File: src/rtl/reaction_timer_multi_if.sv
// Player-facing bundle of the reaction timer: control inputs and display/LED outputs.
interface reaction_timer_multi_if #(
    parameter int DIGITS  = 6,
    parameter int PLAYERS = 2,
    parameter int LEDS    = 10
);
    localparam int SEL_W = (PLAYERS > 1) ? $clog2(PLAYERS) : 1;

    logic                  start;
    logic [PLAYERS-1:0]    react;
    logic                  show_best;
    logic [SEL_W-1:0]      best_sel;
    logic                  clear_best;
    logic [4*DIGITS-1:0]   bcd_disp;
    logic [LEDS-1:0]       led;
    logic [SEL_W-1:0]      winner;
    logic [2:0]            state_o;
    logic                  new_best;
    logic                  timeout;

    modport master (
        output start, react, show_best, best_sel, clear_best,
        input  bcd_disp, led, winner, state_o, new_best, timeout
    );

    modport slave (
        input  start, react, show_best, best_sel, clear_best,
        output bcd_disp, led, winner, state_o, new_best, timeout
    );
endinterface

File: src/rtl/reaction_timer_multi.sv
// Multi-player reaction timer: random fore-period, BCD millisecond count,
// first-press arbitration, false-start detection and per-player best times.
//
// state | meaning
// ------+-------------------------------------------------------------
// IDLE  | after reset, waiting for a start edge
// WAIT  | random fore-period running; any press is a false start
// RUN   | stimulus on (all LEDs lit), BCD count advancing per tick
// DONE  | press captured (or count saturated -> timeout)
// FOUL  | false start captured during WAIT
module reaction_timer_multi #(
    parameter int DIGITS     = 6,
    parameter int PLAYERS    = 2,
    parameter int TICK_DIV   = 50000,
    parameter int MIN_DELAY  = 500,
    parameter int DELAY_MASK = 2047,
    parameter int LEDS       = 10
) (
    input  logic                   cin,
    input  logic                   resetn,
    reaction_timer_multi_if.slave  bus
);
    localparam int CNT_W = 4 * DIGITS;
    localparam int SEL_W = (PLAYERS > 1) ? $clog2(PLAYERS) : 1;
    localparam int PRE_W = $clog2(TICK_DIV);

    localparam logic [2:0] ST_IDLE = 3'd0;
    localparam logic [2:0] ST_WAIT = 3'd1;
    localparam logic [2:0] ST_RUN  = 3'd2;
    localparam logic [2:0] ST_DONE = 3'd3;
    localparam logic [2:0] ST_FOUL = 3'd4;

    localparam logic [CNT_W-1:0] ALL9 = {DIGITS{4'h9}};

    logic [2:0]         state_q, state_d;
    logic [PRE_W-1:0]   pre_q, pre_d;
    logic [15:0]        lfsr_q, lfsr_d;
    logic [31:0]        delay_q, delay_d;
    logic [CNT_W-1:0]   count_q, count_d;
    logic [SEL_W-1:0]   winner_q, winner_d;
    logic               timeout_q, timeout_d;
    logic               new_best_q, new_best_d;
    logic               start_q, start_d;
    logic [PLAYERS-1:0] react_q, react_d;
    logic [CNT_W-1:0]   best_q [PLAYERS];
    logic [CNT_W-1:0]   best_d [PLAYERS];

    logic               tick;
    logic               start_edge;
    logic [PLAYERS-1:0] react_edge;
    logic               react_any;
    logic [SEL_W-1:0]   first_idx;
    logic [31:0]        delay_load;

    function automatic logic [CNT_W-1:0] bcd_inc(input logic [CNT_W-1:0] v);
        logic [CNT_W-1:0] r;
        logic             c;
        r = v;
        c = 1'b1;
        for (int i = 0; i < DIGITS; i++) begin
            if (c) begin
                if (v[4*i +: 4] == 4'd9) begin
                    r[4*i +: 4] = 4'd0;
                end else begin
                    r[4*i +: 4] = v[4*i +: 4] + 4'd1;
                    c = 1'b0;
                end
            end
        end
        return r;
    endfunction

    // Free-running prescaler, Galois LFSR and input edge registers.
    always_comb begin
        tick       = (pre_q == PRE_W'(TICK_DIV - 1));
        pre_d      = tick ? '0 : pre_q + PRE_W'(1);
        lfsr_d     = lfsr_q[0] ? ((lfsr_q >> 1) ^ 16'hB400) : (lfsr_q >> 1);
        start_d    = bus.start;
        react_d    = bus.react;
        start_edge = bus.start & ~start_q;
        react_edge = bus.react & ~react_q;
        react_any  = |react_edge;
        delay_load = 32'(MIN_DELAY) + (32'(lfsr_q) & 32'(DELAY_MASK));
    end

    // Lowest-index asserting player wins simultaneous presses.
    always_comb begin
        first_idx = '0;
        for (int i = PLAYERS - 1; i >= 0; i--) begin
            if (react_edge[i]) first_idx = SEL_W'(i);
        end
    end

    // Sequencer: fore-period, counting, arbitration and best-time update.
    always_comb begin
        state_d    = state_q;
        delay_d    = delay_q;
        count_d    = count_q;
        winner_d   = winner_q;
        timeout_d  = timeout_q;
        new_best_d = 1'b0;
        best_d     = best_q;
        case (state_q)
            ST_IDLE, ST_DONE, ST_FOUL: begin
                if (start_edge) begin
                    state_d   = ST_WAIT;
                    delay_d   = delay_load;
                    count_d   = '0;
                    timeout_d = 1'b0;
                end
            end
            ST_WAIT: begin
                if (react_any) begin
                    state_d  = ST_FOUL;
                    winner_d = first_idx;
                end else if (tick) begin
                    if (delay_q <= 32'd1) begin
                        state_d = ST_RUN;
                        delay_d = '0;
                    end else begin
                        delay_d = delay_q - 32'd1;
                    end
                end
            end
            ST_RUN: begin
                if (react_any) begin
                    // The tick of this cycle is dropped so the shown time is the press time.
                    state_d  = ST_DONE;
                    winner_d = first_idx;
                    // Valid BCD orders the same as plain binary, so a vector compare suffices.
                    if (count_q < best_q[first_idx]) begin
                        best_d[first_idx] = count_q;
                        new_best_d        = 1'b1;
                    end
                end else if (tick) begin
                    if (count_q == ALL9) begin
                        state_d   = ST_DONE;
                        timeout_d = 1'b1;
                    end else begin
                        count_d = bcd_inc(count_q);
                    end
                end
            end
            default: state_d = ST_IDLE;
        endcase
        // A clear overrides any update in the same cycle, including its pulse.
        if (bus.clear_best) begin
            for (int i = 0; i < PLAYERS; i++) best_d[i] = ALL9;
            new_best_d = 1'b0;
        end
    end

    // State and datapath registers.
    always_ff @(posedge cin or negedge resetn) begin
        if (!resetn) begin
            state_q    <= ST_IDLE;
            pre_q      <= '0;
            lfsr_q     <= 16'hACE1;
            delay_q    <= '0;
            count_q    <= '0;
            winner_q   <= '0;
            timeout_q  <= 1'b0;
            new_best_q <= 1'b0;
            start_q    <= 1'b0;
            react_q    <= '0;
            for (int i = 0; i < PLAYERS; i++) best_q[i] <= ALL9;
        end else begin
            state_q    <= state_d;
            pre_q      <= pre_d;
            lfsr_q     <= lfsr_d;
            delay_q    <= delay_d;
            count_q    <= count_d;
            winner_q   <= winner_d;
            timeout_q  <= timeout_d;
            new_best_q <= new_best_d;
            start_q    <= start_d;
            react_q    <= react_d;
            for (int i = 0; i < PLAYERS; i++) best_q[i] <= best_d[i];
        end
    end

    // Output decode straight off the registers.
    always_comb begin
        bus.state_o  = state_q;
        bus.winner   = winner_q;
        bus.new_best = new_best_q;
        bus.timeout  = timeout_q;
        if (state_q == ST_RUN) begin
            bus.led = '1;
        end else if ((state_q == ST_DONE && !timeout_q) || state_q == ST_FOUL) begin
            bus.led = LEDS'(1) << winner_q;
        end else begin
            bus.led = '0;
        end
        if (bus.show_best) begin
            if (32'(bus.best_sel) < PLAYERS) bus.bcd_disp = best_q[bus.best_sel];
            else                             bus.bcd_disp = ALL9;
        end else begin
            bus.bcd_disp = count_q;
        end
    end
endmodule
File: src/flat_wrapper.sv
// flat-port wrapper written by rule: the top's interface ports become plain ports
module reaction_timer_multi_flat 
#(
    parameter int DIGITS     = 6,
    parameter int PLAYERS    = 2,
    parameter int TICK_DIV   = 50000,
    parameter int MIN_DELAY  = 500,
    parameter int DELAY_MASK = 2047,
    parameter int LEDS       = 10
)
  (cin, resetn, bus_start, bus_react, bus_show_best, bus_best_sel, bus_clear_best, bus_bcd_disp, bus_led, bus_winner, bus_state_o, bus_new_best, bus_timeout);
  reaction_timer_multi_if #(.DIGITS(DIGITS), .PLAYERS(PLAYERS), .LEDS(LEDS)) bus_i ();
  input  logic cin;
  input  logic resetn;
  input wire logic [$bits(bus_i.start)-1:0] bus_start;
  input wire logic [$bits(bus_i.react)-1:0] bus_react;
  input wire logic [$bits(bus_i.show_best)-1:0] bus_show_best;
  input wire logic [$bits(bus_i.best_sel)-1:0] bus_best_sel;
  input wire logic [$bits(bus_i.clear_best)-1:0] bus_clear_best;
  output wire logic [$bits(bus_i.bcd_disp)-1:0] bus_bcd_disp;
  output wire logic [$bits(bus_i.led)-1:0] bus_led;
  output wire logic [$bits(bus_i.winner)-1:0] bus_winner;
  output wire logic [$bits(bus_i.state_o)-1:0] bus_state_o;
  output wire logic [$bits(bus_i.new_best)-1:0] bus_new_best;
  output wire logic [$bits(bus_i.timeout)-1:0] bus_timeout;
  assign bus_i.start = bus_start;
  assign bus_i.react = bus_react;
  assign bus_i.show_best = bus_show_best;
  assign bus_i.best_sel = bus_best_sel;
  assign bus_i.clear_best = bus_clear_best;
  assign bus_bcd_disp = bus_i.bcd_disp;
  assign bus_led = bus_i.led;
  assign bus_winner = bus_i.winner;
  assign bus_state_o = bus_i.state_o;
  assign bus_new_best = bus_i.new_best;
  assign bus_timeout = bus_i.timeout;
  reaction_timer_multi #(.DIGITS(DIGITS), .PLAYERS(PLAYERS), .TICK_DIV(TICK_DIV), .MIN_DELAY(MIN_DELAY), .DELAY_MASK(DELAY_MASK), .LEDS(LEDS)) u_core (.cin(cin), .resetn(resetn), .bus(bus_i));
endmodule
File: config.mk
export PLATFORM = sky130hd
export DESIGN_NAME = reaction_timer_multi_flat
export DESIGN_NICKNAME = d
export VERILOG_FILES = /design/src/rtl/reaction_timer_multi_if.sv /design/src/rtl/reaction_timer_multi.sv /design/src/flat_wrapper.sv
export SDC_FILE = /design/constraint.sdc
export NUM_CORES = 1
export LEC_CHECK = 0
export CAP_MARGIN = 5
export CORE_AREA = 2 2 126 128
export DETAILED_ROUTE_END_ITERATION = 7
export DIE_AREA = 0 0 128 130
export GPL_ROUTABILITY_DRIVEN = 0
export PLACE_DENSITY_LB_ADDON = 0.08
export REMOVE_ABC_BUFFERS = 1
export SLEW_MARGIN = 5
export SYNTH_ARGS = -nofsm -noshare
export SYNTH_HDL_FRONTEND = slang
export SYNTH_SLANG_ARGS = --single-unit
File: constraint.sdc
create_clock -name cin -period 6.3 [get_ports cin]
set_input_delay 0.945 -clock cin [delete_from_list [all_inputs] [get_ports cin]]
set_output_delay 0.945 -clock cin [all_outputs]
set_load 0.05 [all_outputs]
== After elaboration in Yosys (flattened, before gate mapping) ==
Cells that the tools add are included.

* Logic and storage cells: 178
* Memories kept: 0
* Memory bits (writable): 0
* Input bits: 8
* ROM bits: 0
* Latch bits: 0
* Register bits after elaboration: 145
* Output and inout bits: 40

* Mux-type cells: 87
* $mul: 0
* Bitwise operators: 7
* Add/sub/neg operators: 9
* Shifts and indexed selects: 1
* Reductions and logical operators: 24
* Divide/modulo/power cells: 0
* Order comparisons: 5
* Equality and inequality tests: 28

{| class="wikitable"
|+ Operator list
! kind !! count
|-
| 24-bit two-way mux || 12
|-
| 48-bit two-way mux || 4
|-
| 32-bit two-way mux || 4
|-
| 32-bit case mux with 2 select lines || 1
|-
| 48-bit bitwise mux || 1
|-
| 24-bit case mux with 2 select lines || 1
|-
| 4-bit two-way mux || 11
|-
| 1-bit two-way mux || 39
|-
| 32-bit by 1-bit less-or-equal comparator with 1-bit output (second input constant) || 1
|-
| 16-bit two-way mux || 2
|-
| 32-bit by 1-bit subtractor with 32-bit output (second input constant) || 1
|-
| 6-bit AND reduction || 5
|-
| 4-bit by 1-bit adder with 4-bit output (second input constant) || 6
|-
| 24-bit demux with 1-bit select || 1
|-
| 24-bit equality test (second input constant) || 1
|-
| 4-bit equality test (second input constant) || 6
|-
| 24-bit < comparator || 1
|-
| 3-bit two-way mux || 7
|-
| 10-bit two-way mux || 2
|-
| 2-bit by 1-bit != test with 1-bit output (second input constant) || 9
|-
| 16-bit by 1-bit adder with 16-bit output (second input constant) || 1
|-
| 16-bit equality test (second input constant) || 1
|-
| 5-bit AND reduction || 3
|-
| 9-bit by 11-bit adder with 12-bit output (first input constant) || 1
|-
| other kinds (26) || 40
|}

== Longest topological paths before layout ==
Gate-level depths: netlist of run 1.

* Depth after elaboration: 31
* Depth in mapped cells: 13

== Least setup slack after synthesis of run 1 ==
Ideal clock, no wire load.

* Kind: input -> register
* From: input port bus_react[0]
* To: register u_core.best_q[26] (netlist bit)
* Data arrival time: 4004 ps
* Slack: 2172 ps
* Data required time: 6176 ps
* Stages: 13
* Path buffers: 3
* Cell sequence: nor2b_1 > nor2_1 > clkbuf_1 > mux2i_1 > ha_1 > a211oi_1 > o21ai_0 > o221a_2 > a211o_1 > or3_1 > buf_2 > buf_6 > mux2i_1

* Cells in the longest elaborated chain, start to end: 12
* Elaborated cells on any way between the ends: 21
* Those cells by class: order compare: 3; mux: 11; bitwise: 2; reduce/logical: 5

{| class="wikitable"
|+ RTL lines
! what !! RTL line !! text
|-
| start: declaration || flat_wrapper.sv:16 || <nowiki>input wire logic [$bits(bus_i.react)-1:0] bus_react;</nowiki>
|-
| 2-bit AND * || reaction_timer_multi.sv:81 || <nowiki>react_edge = bus.react & ~react_q;</nowiki>
|-
| parallel branches: the longest is 11 deep, another holds 24-bit < comparator || -- ||
|-
| end: declaration || reaction_timer_multi.sv:45 || <nowiki>logic [CNT_W-1:0] best_q [PLAYERS];</nowiki>
|}

Mark *: on every way between the ends. The select of a mux whose other input is x is not followed.
A chain may end at the register's enable or synchronous reset.

== Worst setup path after layout of run 1 ==
* From: input port bus_react[1]
* To: register u_core.best_q[31] (netlist bit)

* Cells in the longest elaborated chain, start to end: 13
* Elaborated cells on any way between the ends: 22
* Those cells by class: order compare: 3; mux: 12; bitwise: 2; reduce/logical: 5

{| class="wikitable"
|+ RTL lines
! what !! RTL line
|-
| 2-bit AND * || reaction_timer_multi.sv:81
|-
| parallel branches: the longest is 12 deep, another holds 24-bit < comparator || --
|}

Marks and branches as above.

==> results of run 1 <==
-- area by class of cell --
cell class,instances,area (µm²),share of cell area
Sequential cell,145,3670,0.379
Timing Repair Buffer,51,492,0.0508
Inverter,19,83.8,0.00867
Tap cell,192,240,0.0248
Clock buffer,18,429,0.0444
Clock inverter,14,190,0.0197
Multi-Input combinational cell,664,4570,0.472
-- routing by layer --
metal,vias to the layer above,track usage,share of wire
li1,3172,-,-
met1,3288,0.318,0.44
met2,145,0.433,0.51
met3,26,0.0402,0.030
met4,0,0.0899,0.019
met5,-,0,0
-- critical path: stages --
cell and delay [ns]:
clkdlybuf4s50_1 0.49, nand2b_1 0.16, nor2_4 0.81, mux2i_1 0.20, ha_1 0.34, nand4_1 0.18, nor4_1 0.44, and2_1 0.21
and2_1 0.17, or3_1 0.65, mux2i_1 0.28
-- final timing paths --
check,to,depth (start not counted)
setup / recovery,u_core.best_q[31],11
hold / removal,u_core.lfsr_q[11],0
setup reg to reg,u_core.best_q[31],10
hold reg to reg,u_core.lfsr_q[11],0
max in group asynchronous,u_core.count_q[20],2
min in group asynchronous,u_core.count_q[6],1
-- power breakdown --
part	switching (W)	internal (W)	total [W]
clock	0.000395	0.000661	0.00106
sequential	0.000158	0.00105	0.00121
combinational	0.000830	0.000436	0.00127
total	0.00138	0.00215	0.00353
-- registers in the layout, indices dropped and copies added, names as in the netlist --
signal / cells
u_core.best_q: 48
u_core.delay_q: 32
u_core.count_q: 24
u_core.lfsr_q: 16
u_core.pre_q: 16
u_core.bus.state_o: 3
u_core.react_q: 2
u_core.bus.new_best: 1
u_core.bus.timeout: 1
u_core.bus.winner: 1
u_core.start_q: 1
-- cells in the final DEF, fill, tap and decap left out, drive strengths merged, types with 7 or more instances in the layout --
master,n
xor2,20
dfrtp,113
and3,7
nand2,41
a21o,8
or3,12
o21ai,34
a21oi,48
nand3,29
xnor2,17
inv,19
nor3,15
buf,7
nand2b,46
clkdlybuf4s50,44
or4,9
mux2i,96
nor2,119
o31ai,10
nor4,10
o22ai,9
dfstp,32
clkbuf,18
nand4,7
ha,39
and2,7
-- through the flow --
step                      cell area, µm²  power [W]   util
after detailed placement            9050    0.00248  0.587
after CTS                           9670    0.00355  0.627
after global routing                9670    0.00373  0.627
after global placement              9050    0.00245  0.587
final                               9670    0.00353  0.627
after floorplan                     8300    0.00207      -
-- cell families (layout without fill, tap and decap cells) --
group                    after synthesis  after routing  share of synthesized area
multiplexers                          98             98                      0.115
AO/OA/AOI/OAI                        157            157                      0.119
XOR/XNOR                              37             37                     0.0379
AND/OR/NAND/NOR                      333            333                      0.203
flip-flops                           145            145                      0.429
adder cells (fa/ha/maj)               39             39                     0.0570
buffers and inverters                 71            102                     0.0398
==> results by group, run 1 <==
Yosys
  • Post-Syn Area: 8560 µm²
  • Share of the synthesized area in the top cell type: 0.330
  • #FFs+latches synth: 145
  • Cells after Synth: 880
  • Top cells by area, synth: dfrtp_1 (33%), mux2i_1 (11%), dfstp_2 (9.8%)
  • Fraction of registers with async set/reset: 1.00
  • Post-synth top cells: nor2_1 (118), dfrtp_1 (113), mux2i_1 (96)
  • Syn_area_per_cell: 9.73 µm²
  • Main flop type after synthesis: dfrtp_1
  • Count leader, synth: nor2_1
  • Seq/Total Area, Yosys: 0.429
  • Yosys warnings: 0
  • Netlist cell types: 74
  • Post-synth top area cell: dfrtp_1
  • Post-synth EDFFs: 0

Route
  • WL/cell: 18.0 µm
  • Routed vias: 6,631
  • Antenna Violating Nets Remaining: 0
  • Initial DRC Count: 418
  • Drt pass-1 iters: 5
  • Via/cell ratio: 6.01
  • Routed wire length: 19.9 mm
  • Remaining routing DRC violations: 0

Critical path
  • Critical path data arrival time: 4.91 ns
  • Crit. End Element: flip-flop
  • CP Class: input port to flip-flop
  • FF-to-FF Start: u_core.react_q[1]
  • Max FO, Critical Path: 27
  • Critical Path Source Type: input port
  • Reg2Reg Setup Slack: 2.29 ns
  • Critical Path RT: 6.64 ns
  • Setup crit start: bus_react[1]

Clock tree
  • CTS-repair resized insts: 0
  • Setup Fix Bufs, Post-CTS: 0
  • Clock Root Buffer: clkbuf_16
  • H-tree lvl count: 4
  • TritonCTS clock tree: yes
  • Clk pin slew, worst setup/hold paths: 0.06 ns
  • Hold-fix buffers, CTS: 0
  • Clock sinks: 145
  • CTS Buf Count: 17
  • Worst-Skew Late Latency: 0.43 ns
  • Clock Tree Buf Depth: 2

Timing
  • Setup WS post-layout: 1.73 ns
  • Setup TNS: 0 ns
  • Max Slew Vio Count: 0
  • Peak Freq: 219 MHz
  • Final period utilization: 0.725
  • Slew headroom: 0.246
  • Finish-stage setup viols: 0
  • Hold slack: 0.364 ns
  • Final Skew: 0.0108 ns
  • Final min period: 4.57 ns
  • Final Hold Viols: 0
  • Worst slew pin tran: 1.13 ns
  • Setup repair after global routing missed its margin: no

Layout
  • Filler cell count: 1,264
  • Synth-to-layout area growth: 13.0%
  • Share of cells above drive strength 1: 0.101
  • N_diodes: 0
  • Final non-filler cell total: 1,103
  • NumNets Final: 945

Power and ir drop
  • Peak VDD IR: 0.250 mV
  • Pwr per Cell Area: 365 nW/µm²
  • Pleak: 4.28 nW

Die
  • DIE AREA: 16,600 µm²
  • Die X: 128 µm
  • # IOs: 48
  • Row Count: 46
  • Initial Util: 0.555
  • Die Height: 130 µm
  • Core area: 15,400 µm²

Global route
  • Vias in the first global route: 6,540
  • Total GRT Usage: 0.249
  • Total gr overflow: 0
  • First-pass GRT wire length: 32.8 mm
  • Largest net degree at the start of global routing: 75
  • Initial antenna violation count: 0

Run
  • Max Cap Viol: 0

Hold path
  • Worst hold path class: flip-flop to flip-flop
  • Hold Crit Start: u_core.lfsr_q[12]

Placement
  • Port Buffers: 47
  • Inst Count DP: 1,071
  • Pre-CTS setup slack: 1.29 ns
  • Dpl hpwl: 13.3 mm

Run status
  • Status: complete, no violations
Note: power is estimated with default switching activity, not from simulation.
==> inputs of run 2 (changes only) <==
==> constraint.sdc (replaced) <==
create_clock -name cin -period 4.5 [get_ports cin]
set_input_delay 0.675 -clock cin [delete_from_list [all_inputs] [get_ports cin]]
set_output_delay 0.675 -clock cin [all_outputs]
set_load 0.05 [all_outputs]
==> run 2 against run 1 <==
Effect of this change: clock skew about the same; register-to-register slack worse by 1.4 ns; first-iteration DRC count shrank 25%; utilization increased by 0.52 points; critical path depth increased by 1; wire length rose by 0.94%; sequential share of layout area fell by 0.31 points; flip-flop and latch count stayed put; cell area up 0.83%; total power up 43%; critical endpoint is now u_core.best_q[32]; largest cell class unchanged.
==> results by group, run 2 (synthesized netlist as in run 1, its figures left out) <==
Run status
  • Status: complete, no violations (unchanged)

Global route
  • Initial antenna violation count: 0 (unchanged)
  • Total GRT Usage: 0.256 (was 0.249)
  • Vias in the first global route: 6,970 (was 6,540)
  • Total gr overflow: 0 (unchanged)
  • Largest net degree at the start of global routing: 117 (was 75)
  • First-pass GRT wire length: 34.0 mm (was 32.8 mm)

Critical path
  • CP Class: input port to flip-flop (unchanged)
  • Reg2Reg Setup Slack: 0.87 ns (was 2.29 ns)
  • Reg2reg end: u_core.best_q[32] (was u_core.best_q[31])
  • Critical Path RT: 4.83 ns (was 6.64 ns)
  • Critical Path Source Type: input port (unchanged)
  • Crit. End Element: flip-flop (unchanged)
  • Setup crit start: bus_react[0] (was bus_react[1])
  • Length in cells of the worst reg-to-reg path: 11 (was 10)
  • Critical path data arrival time: 4.26 ns (was 4.91 ns)
  • Worst setup path endpoint: u_core.best_q[32] (was u_core.best_q[31])
  • Max FO, Critical Path: 24 (was 27)
  • FF-to-FF Start: u_core.react_q[1] (unchanged)

Power and ir drop
  • Gate power share: 0.352 (was 0.358)
  • Peak VDD IR: 0.333 mV (was 0.250 mV)
  • P_int: 0.00307 W (was 0.00215 W)
  • Sw frac: 0.390 (was 0.392)
  • Power, Total: 0.00504 W (was 0.00353 W)
  • Register share of total power: 0.337 (was 0.342)
  • Pleak: 4.32 nW (was 4.28 nW)
  • Clk network pwr share: 0.312 (was 0.299)
  • NetSw: 0.00197 W (was 0.00138 W)
  • Pwr per Cell Area: 517 nW/µm² (was 365 nW/µm²)

Clock tree
  • CTS-repair resized insts: 0 (unchanged)
  • CTS Buf Count: 17 (unchanged)
  • Clk pin slew, worst setup/hold paths: 0.06 ns (about the same)
  • Clock Tree Buf Depth: 2 (unchanged)
  • Clock Root Buffer: clkbuf_16 (unchanged)
  • Hold-fix buffers, CTS: 0 (unchanged)
  • Clock sinks: 145 (unchanged)
  • Setup Fix Bufs, Post-CTS: 0 (unchanged)
  • Worst-Skew Late Latency: 0.42 ns (was 0.43 ns)
  • H-tree lvl count: 4 (unchanged)
  • TritonCTS clock tree: yes (unchanged)

Route
  • Routed wire length: 20.1 mm (was 19.9 mm)
  • Via/cell ratio: 5.98 (was 6.01)
  • Routed vias: 6,625 (was 6,631)
  • Antenna Violating Nets Remaining: 0 (unchanged)
  • Remaining routing DRC violations: 0 (unchanged)
  • Drt pass-1 iters: 4 (was 5)
  • Initial DRC Count: 314 (was 418)
  • WL/cell: 18.1 µm (was 18.0 µm)

Hold path
  • Worst hold path class: flip-flop to flip-flop (unchanged)

Placement
  • Dpl hpwl: 13.5 mm (was 13.3 mm)
  • Port Buffers: 47 (unchanged)

Timing
  • Final min period: 3.93 ns
  • Worst slew pin tran: 1.15 ns (was 1.13 ns)
  • Hold slack: 0.361 ns (was 0.364 ns)
  • Setup repair after global routing missed its margin: no (unchanged)
  • Peak Freq: 254 MHz
  • Final Hold Viols: 0 (unchanged)
  • Slew headroom: 0.232 (was 0.246)
  • Finish-stage setup viols: 0 (unchanged)
  • Final Skew: 0.0112 ns (was 0.0108 ns)
  • Final period utilization: 0.874
  • Max Slew Vio Count: 0 (unchanged)

Layout
  • Share of cells above drive strength 1: 0.106 (was 0.101)
  • Largest register FFs: 48 (unchanged)
  • NumNets Final: 949 (was 945)
  • Filler cell count: 1,248 (was 1,264)
  • Synth-to-layout area growth: 13.9% (was 13.0%)
  • N_diodes: 0 (unchanged)
  • Biggest regs: u_core.best_q: 48 flops, u_core.delay_q: 32 flops, u_core.count_q: 24 flops (unchanged)
  • Commonest non-fill, non-tap cells in the layout: nor2_1 (117), dfrtp_1 (113), mux2i_1 (96), a21oi_1 (48), nand2b_1 (45) (unchanged)
  • Most flops, register: u_core.best_q (unchanged)
  • Most common cell after layout, fill and taps aside: nor2_1 (unchanged)

Die
  • Die X: 128 µm (unchanged)
  • Die Height: 130 µm (unchanged)
  • DIE AREA: 16,600 µm² (unchanged)
  • # IOs: 48 (unchanged)
  • Row Count: 46 (unchanged)
  • Core area: 15,400 µm² (unchanged)
  • Initial Util: 0.555 (unchanged)

Run
  • Max Cap Viol: 0 (unchanged)
## run 2: worst max-delay path, cell delays in order
cell and delay (ns):
clkdlybuf4s50_1 0.48, nor2b_1 0.32, nor2_4 0.11, buf_12 0.19
mux2i_1 0.13, ha_1 0.32, nand4_1 0.19, nor4_1 0.49
and2_1 0.21, and2_1 0.18, or3_1 0.66, mux2i_1 0.28
## run 2: how the worst min path moves through the flow
stage          slack (ns)              start  cells after the start                end
2_1_floorplan        0.33  u_core.lfsr_q[12]                      0  u_core.lfsr_q[11]
5_1_grt              0.37  u_core.lfsr_q[12]                      0  u_core.lfsr_q[11]
3_3_place_gp         0.35  u_core.lfsr_q[12]                      0  u_core.lfsr_q[11]
6_report             0.36  u_core.lfsr_q[12]                      0  u_core.lfsr_q[11]
4_1_cts              0.36  u_core.lfsr_q[12]                      0  u_core.lfsr_q[11]
3_5_place_dp         0.34  u_core.lfsr_q[12]                      0  u_core.lfsr_q[11]
## run 2: per-stage QoR
stage	std cells	utilization	instance area (µm²)	setup slack, ns	setup TNS [ns]
floorplan	828	-	8300	-0.709	-9.26
global placement	1075	0.590	9100	0.282	0
detailed placement	1075	0.590	9100	0.176	0
CTS	1107	0.632	9750	0.599	0
global route	1107	0.632	9750	0.380	0
finish	1107	0.632	9750	0.566	0
## run 2: power groups by stage
| stage | clock (W) | sequential [W] | combinational [W] |
|---|---|---|---|
| final | 0.00157 | 0.00170 | 0.00177 |
| after global routing | 0.00165 | 0.00173 | 0.00194 |
| after CTS | 0.00159 | 0.00169 | 0.00178 |
| after detailed placement | 0 | 0.00171 | 0.00177 |
| after global placement | 0 | 0.00170 | 0.00173 |
| after floorplan | 0 | 0.00169 | 0.00120 |
## run 2: area by class of cell
| class | instances | area [µm²] | share of cell area |
|---|---|---|---|
| tap | 192 | 240 | 0.0246 |
| clock inverter | 15 | 231 | 0.0237 |
| sequential | 145 | 3670 | 0.376 |
| clock buffer | 17 | 425 | 0.0436 |
| timing repair buffer | 55 | 534 | 0.0548 |
| multi-input combinational | 664 | 4570 | 0.469 |
| inverter | 19 | 83.8 | 0.00860 |
## run 2: layer usage
| layer | vias to the layer above | GRT usage | share of wire |
|---|---|---|---|
| met5 | - | 0 | 0 |
| met4 | 0 | 0.0730 | 0.016 |
| met3 | 26 | 0.0496 | 0.031 |
| met2 | 131 | 0.460 | 0.51 |
| met1 | 3300 | 0.315 | 0.44 |
| li1 | 3168 | - | - |
==> inputs of run 3 (changes only) <==
--- a/config.mk
+++ b/config.mk
@@ -7,6 +7,7 @@
 export LEC_CHECK = 0
 export CAP_MARGIN = 5
 export CORE_AREA = 2 2 126 128
+export CTS_BUF_LIST = sky130_fd_sc_hd__clkbuf_16
 export DETAILED_ROUTE_END_ITERATION = 7
 export DIE_AREA = 0 0 128 130
 export GPL_ROUTABILITY_DRIVEN = 0
==> results of run 3 <==
The final DEF is identical to that of run 2; final timing and power are the same.
